`src/rtl/imem_pkg.sv`:
```
// Shared constants and PC decode helpers for the synchronous instruction memory.
// The boot image is consumed only in builds with IMEM_BOOT_IMAGE_EN defined.
package imem_pkg;

    localparam logic [0:0] ST_BOOT = 1'b0;
    localparam logic [0:0] ST_RUN  = 1'b1;

    localparam logic [31:0] NOP_WORD  = 32'h0000_0013;
    localparam logic [31:0] ZERO_WORD = 32'h0000_0000;

    localparam int BOOT_LEN = 7;

    // addi x1,x0,243; addi x2,x0,9; add; and; or; slt; sub
    localparam logic [31:0] BOOT_IMAGE [BOOT_LEN] = '{
        32'h0F30_0093,
        32'h0090_0113,
        32'h0020_8133,
        32'h0020_F1B3,
        32'h0020_E233,
        32'h0041_A333,
        32'h4062_03B3
    };

    function automatic logic pc_misaligned(input logic [63:0] pc);
        return pc[1:0] != 2'b00;
    endfunction

    function automatic logic pc_out_of_range(input logic [63:0] pc, input int unsigned idx_w);
        return (pc >> (idx_w + 2)) != 64'd0;
    endfunction

    function automatic logic pc_fault(input logic [63:0] pc, input int unsigned idx_w);
        return pc_misaligned(pc) || pc_out_of_range(pc, idx_w);
    endfunction

    function automatic logic [63:0] pc_to_index(input logic [63:0] pc);
        return pc >> 2;
    endfunction

    function automatic logic [31:0] boot_word(input int unsigned idx);
        logic [31:0] w;
        w = ZERO_WORD;
        for (int i = 0; i < BOOT_LEN; i++) begin
            if (idx == i) begin
                w = BOOT_IMAGE[i];
            end
        end
        return w;
    endfunction

endpackage

```
`src/rtl/imem_boot_seq.sv`:
```
// Boot sequencer: after reset, writes the boot image into every word, then releases to RUN.
// Instantiated only when IMEM_BOOT_IMAGE_EN is defined.
//
//   state   | meaning
//   ST_BOOT | writing word cnt_q of the image; fetches blocked, loads ignored
//   ST_RUN  | image complete; array under fetch/load control
module imem_boot_seq
    import imem_pkg::*;
#(
    parameter int DATA_W = 32,
    parameter int DEPTH  = 64,
    parameter int IDX_W  = $clog2(DEPTH)
) (
    input  logic              clk,
    input  logic              rst_n,
    output logic [0:0]        state,
    output logic              boot_we,
    output logic [IDX_W-1:0]  boot_idx,
    output logic [DATA_W-1:0] boot_data
);

    logic [0:0]       state_q, state_d;
    logic [IDX_W-1:0] cnt_q, cnt_d;

    always_comb begin
        state_d = state_q;
        cnt_d   = cnt_q;
        if (state_q == ST_BOOT) begin
            if (cnt_q == IDX_W'(DEPTH - 1)) begin
                state_d = ST_RUN;
                cnt_d   = '0;
            end else begin
                cnt_d = cnt_q + IDX_W'(1);
            end
        end
    end

    always_ff @(posedge clk) begin
        if (!rst_n) begin
            state_q <= ST_BOOT;
            cnt_q   <= '0;
        end else begin
            state_q <= state_d;
            cnt_q   <= cnt_d;
        end
    end

    assign state     = state_q;
    assign boot_we   = (state_q == ST_BOOT);
    assign boot_idx  = cnt_q;
    assign boot_data = DATA_W'(boot_word(32'(cnt_q)));

endmodule

```
`src/rtl/imem_sync.sv`:
```
// Synchronous instruction memory: registered fetch port with fault reporting and a load port.
// Define IMEM_BOOT_IMAGE_EN to fill the array with the boot image after every reset.
module imem_sync
    import imem_pkg::*;
#(
    parameter int DATA_W = 32,
    parameter int ADDR_W = 32,
    parameter int DEPTH  = 64
) (
    input  logic              clk,
    input  logic              rst_n,
    input  logic              fetch_req,
    input  logic [ADDR_W-1:0] fetch_pc,
    output logic              fetch_ready,
    input  logic              stall,
    output logic [DATA_W-1:0] rdata,
    output logic              rdata_valid,
    output logic              fault,
    input  logic              ld_we,
    input  logic [ADDR_W-1:0] ld_pc,
    input  logic [DATA_W-1:0] ld_data
);

    localparam int IDX_W = $clog2(DEPTH);

    if (((DEPTH & (DEPTH - 1)) != 0) || (DEPTH < 8)) begin : g_bad_depth
        $error("imem_sync: DEPTH must be a power of 2 and at least 8");
    end

    logic [DATA_W-1:0] mem_q [DEPTH];

    logic [DATA_W-1:0] rdata_q, rdata_d;
    logic              rdata_valid_q, rdata_valid_d;
    logic              fault_q, fault_d;

    logic [0:0]        state;
    logic              boot_we;
    logic [IDX_W-1:0]  boot_idx;
    logic [DATA_W-1:0] boot_data;

`ifdef IMEM_BOOT_IMAGE_EN
    imem_boot_seq #(
        .DATA_W (DATA_W),
        .DEPTH  (DEPTH),
        .IDX_W  (IDX_W)
    ) u_boot_seq (
        .clk       (clk),
        .rst_n     (rst_n),
        .state     (state),
        .boot_we   (boot_we),
        .boot_idx  (boot_idx),
        .boot_data (boot_data)
    );
`else
    assign state     = ST_RUN;
    assign boot_we   = 1'b0;
    assign boot_idx  = '0;
    assign boot_data = '0;
`endif

    logic             fetch_bad, ld_bad, accept;
    logic [IDX_W-1:0] fetch_idx, ld_idx;

    assign fetch_bad   = pc_fault(64'(fetch_pc), IDX_W);
    assign ld_bad      = pc_fault(64'(ld_pc), IDX_W);
    assign fetch_idx   = IDX_W'(pc_to_index(64'(fetch_pc)));
    assign ld_idx      = IDX_W'(pc_to_index(64'(ld_pc)));
    assign fetch_ready = !stall && (state == ST_RUN);
    assign accept      = fetch_req && fetch_ready;

    always_comb begin
        rdata_d       = rdata_q;
        rdata_valid_d = rdata_valid_q;
        fault_d       = fault_q;
        if (!stall) begin
            if (accept) begin
                rdata_valid_d = 1'b1;
                fault_d       = fetch_bad;
                if (fetch_bad) begin
                    rdata_d = '0;
                end else begin
                    rdata_d = mem_q[fetch_idx];
                end
            end else begin
                rdata_valid_d = 1'b0;
                fault_d       = 1'b0;
            end
        end
    end

    always_ff @(posedge clk) begin
        if (!rst_n) begin
            rdata_q       <= '0;
            rdata_valid_q <= 1'b0;
            fault_q       <= 1'b0;
        end else begin
            rdata_q       <= rdata_d;
            rdata_valid_q <= rdata_valid_d;
            fault_q       <= fault_d;
        end
    end

    logic              mem_we;
    logic [IDX_W-1:0]  mem_widx;
    logic [DATA_W-1:0] mem_wdata;

    always_comb begin
        mem_we    = 1'b0;
        mem_widx  = '0;
        mem_wdata = '0;
        if (boot_we) begin
            mem_we    = 1'b1;
            mem_widx  = boot_idx;
            mem_wdata = boot_data;
        end else if ((state == ST_RUN) && ld_we && !ld_bad) begin
            mem_we    = 1'b1;
            mem_widx  = ld_idx;
            mem_wdata = ld_data;
        end
    end

    // Array is never reset; the read above samples the pre-write contents (read-first).
    always_ff @(posedge clk) begin
        if (rst_n && mem_we) begin
            mem_q[mem_widx] <= mem_wdata;
        end
    end

    assign rdata       = rdata_q;
    assign rdata_valid = rdata_valid_q;
    assign fault       = fault_q;

endmodule
```
`config.mk`:
```
export PLATFORM = sky130hd
export DESIGN_NAME = imem_sync
export DESIGN_NICKNAME = d
export VERILOG_FILES = /design/src/rtl/imem_pkg.sv /design/src/rtl/imem_boot_seq.sv /design/src/rtl/imem_sync.sv
export SDC_FILE = /design/constraint.sdc
export NUM_CORES = 2
export LEC_CHECK = 0
export ABC_AREA = 1
export CAP_MARGIN = 20
export CORE_MARGIN = 2
export CORE_UTILIZATION = 50
export CTS_BUF_LIST = sky130_fd_sc_hd__clkbuf_16
export CTS_CLUSTER_SIZE = 20
export DETAILED_ROUTE_END_ITERATION = 6
export DONT_BUFFER_PORTS = 1
export GPL_TIMING_DRIVEN = 0
export SLEW_MARGIN = 20
export SYNTH_ARGS = -nofsm -noshare
export SYNTH_HDL_FRONTEND = slang
export SYNTH_SLANG_ARGS = --single-unit
```
`constraint.sdc`:
```
create_clock -name clk -period 4.56 [get_ports clk]
set_clock_uncertainty 0.15 [all_clocks]
set_input_delay 0.912 -clock clk [delete_from_list [all_inputs] [get_ports clk]]
set_output_delay 0.912 -clock clk [all_outputs]
set_load 0.02 [all_outputs]
```
==> run_results.csv <==
group,metric,value,unit
logic_synthesis,netlist.area_leader.share,73.57,%
floorplanning,fp.dieH,412.9,um
logic_synthesis,syn_area_per_cell,12.06,um^2
setup_path,crit_fanout,10,
setup_path,worst-path-stages,10,
global_routing,grt_pass1_vias,55700,
cells_and_area,final_util,58.93,%
logic_synthesis,ys_seq_area_share,74.38,%
floorplanning,start_util,50.16,%
detailed_routing,drt_pre_antenna_iters,7,
cells_and_area,finalNonFillerCells,9728,
detailed_routing,wl,318200,um
logic_synthesis,netlist_area,83590,um^2
cells_and_area,multi_input_area,19620,um^2
setup_path,slowest_stage,"buf_1",
logic_synthesis,synth_top_area_cell,"edfxtp_1",
pwr,leakage,33.67,nW
sta,rsz0062_at_grt,"no",
detailed_routing,wl_per_cell,32.71,um
setup_path,path_class,"in -> reg",
min_path,hold_end,"fault",
sta,period_needed,3.886,ns
logic_synthesis,yosys-top-cells-area,"edfxtp_1 (74%), nand3_1 (12%), nand2_1 (9.9%)",
cts,clk_pin_slew,0.06,ns
cells_and_area,regArea,62180,um^2
pwr,ir_worst_vdd,439.9,uV
global_routing,grt_max_degree,37,
floorplanning,die_area,170500,um^2
cts,post-cts-setup-buffers,0,
cts,clk_path_buf_depth,3,
cts,insertion_delay,0.87,ns
setup_path,crit_buf_inv,3,
setup_path,cp_cell_sequence,"buf_2, buf_2, buf_1, nand3_1, nand3_1, nand3_1, nand3_1, nand3_1, nand3_1, a21oi_1",
logic_synthesis,yosysWarnings,0,
setup_path,cpMostUsedCell,"nand3_1",
floorplanning,die_width,412.9,um
sta,hold_viol,0,
sta,finalSetupViolCount,0,
floorplanning,ios,136,
setup_path,reg2reg_setup_slack,2.27,ns
run_status,violations,"design-rule violations",
setup_path,critical-path-top-delay-family,"buffers and inverters",
sta,period_share,85.23,%
setup_path,critPathRequiredTime,5.10,ns
min_path,min-delay-start,"stall",
place,io_buffers,0,
cells_and_area,drive_above_1_share,12.07,%
cts,cts_sinks,2082,
place,place_hpwl,226700,um
run_status,status,"finished, violations left",
sta,finalMaxSlewViolations,0,
detailed_routing,vias_per_cell,6.230,
floorplanning,coreArea,166700,um^2
logic_synthesis,netlist-cell-type-count,25,
setup_path,slowest_delay,0.94,ns
logic_synthesis,netlist_instances,6931,
cts,cts-root-buf,"clkbuf_16",
global_routing,overflow,0,
sta,slew_headroom,14.75,%
min_path,hold_depth,2,
cts,cts-buffers-inserted,211,
setup_path,cp-start-kind,"input port",
floorplanning,rows,150,
cts,htree_num_levels,4,
global_routing,grt_pass1_wl,434100,um
detailed_routing,vias,60610,
global_routing,antenna_found_initial,7,
place,finalWeightedCongestion,0.9655,
setup_path,end_kind,"flop",
logic_synthesis,synth_nets,7032,
detailed_routing,drc,3,
sta,hold_ws,0.04851,ns
setup_path,arrival,4.43,ns
sta,tightestPinTransition,1.279,ns
logic_synthesis,synth-seq-cells,2082,
detailed_routing,drt_iter0_drc,10470,
cts,tritoncts,"done",
global_routing,grtUsageTotal,37.11,%
cells_and_area,synthToLayoutAreaGrowth,17.48,%
setup_path,rr_worst_depth,8,
detailed_routing,drtAntennaViolNets,0,
pwr,power_density,405.6,nW/um^2
setup_path,worstReg2RegEnd,"rdata[1]",
sta,fmax,257.3,MHz
setup_path,r2r_start,"mem_q[54][1]",
run,maxCapViolCount,0,
min_path,hold_path.class,"in -> reg",
place,dp_cells,9329,
cells_and_area,fin_nets,7441,
cells_and_area,n_fill_cell,13190,
setup_path,critPathLaunch,"fetch_pc[3]",
-- per-layer routing --
layer | share of wire (%) | track usage (%) | up-vias
li1 | - | - | 25600
met1 | 37 | 50.74 | 29730
met2 | 43 | 54.99 | 4439
met3 | 14 | 10.19 | 839
met4 | 5.8 | 18.23 | 6
met5 | 0.012 | 0 | -
-- worst register-to-register path, cell delays in order (launching register included) --
cell and delay (ns):
edfxtp_1 0.33, nand2_1 0.06, nand3_1 0.12, nand3_1 0.25, nand3_1 0.25, nand3_1 0.09, nand3_1 0.21, nand3_1 0.47
a21oi_1 0.27
-- sequential cells by signal (all words and copies together) (netlist names) --
name,flops
fault,1
mem_q,2048
rdata,32
rdata_valid,1
-- repair_timing --
| action | CTS | global route |
|---|---|---|
| resized for setup | 0 | 0 |
| hold buffers | 1 | 0 |
| endpoints found under the hold margin | 1 | 0 |
| endpoints found under the setup margin | 0 | 0 |
-- synth_stat cells, drive strengths merged --
master	count
nand3	1973
buf	370
nor4b	1
clkinv	1
nor3	2
nand4	9
inv	44
nor2	112
clkbuf	89
a21oi	34
o21ai	4
nand2	2203
edfxtp	2048
nor4	7
dfxtp	34
-- how the worst max path moves through the flow --
stage,to
after floorplan,mem_q[0][10]
after global placement,mem_q[58][19]
after detailed placement,rdata[8]
after CTS,rdata[7]
after global routing,rdata[1]
final,rdata[1]
-- power by group --
group | internal [mW] | switching, mW
combinational | 0.599 | 1.88
clock | 9.25 | 7.41
sequential | 20.7 | 0.00178
total | 30.5 | 9.29
-- cell usage in the layout (no fill, tap or decap), types with 8 or more instances in the layout --
cell / count
nand2_1: 2202
edfxtp_1: 2048
nand3_1: 1972
buf_2: 237
clkbuf_16: 216
buf_12: 104
nor2_4: 97
inv_1: 95
buf_16: 88
clkbuf_1: 84
buf_4: 75
clkinv_1: 55
buf_1: 49
clkinv_2: 40
a21oi_1: 34
dfxtp_1: 34
nor2_1: 13
bufinv_16: 13
nand4_1: 9
diode_2: 8
clkbuf_2: 8
-- cells by family after synthesis --
family                 share of synthesized area, %
AOI/OAI and AO/OA                            0.2320
buffers and inverters                         3.010
DFF                                           74.38
and+or+nand+nor                               22.37
-- through the flow --
stage	setup slack, ns	total power, mW	cell area [um^2]	TNS, ns
2_1_floorplan	0.5987	22.45	83590	0
3_3_place_gp	-2.901	23.44	86350	-8892.86
3_5_place_dp	0.01375	23.48	91610	0
4_1_cts	0.9254	39.74	98170	0
5_1_grt	0.7493	40.63	98190	0
6_report	0.6736	39.83	98210	0
-- area by class of cell --
type	instances	share of cell area [%]
Antenna cell	8	0.02039
Buffer	459	2.399
Clock buffer	216	5.504
Clock inverter	173	1.163
Inverter	45	0.1745
Multi-Input combinational cell	4345	19.98
Sequential cell	2082	63.32
Tap cell	2204	2.808
Timing Repair Buffer	196	4.639
(Power assumes the default switching activity.)
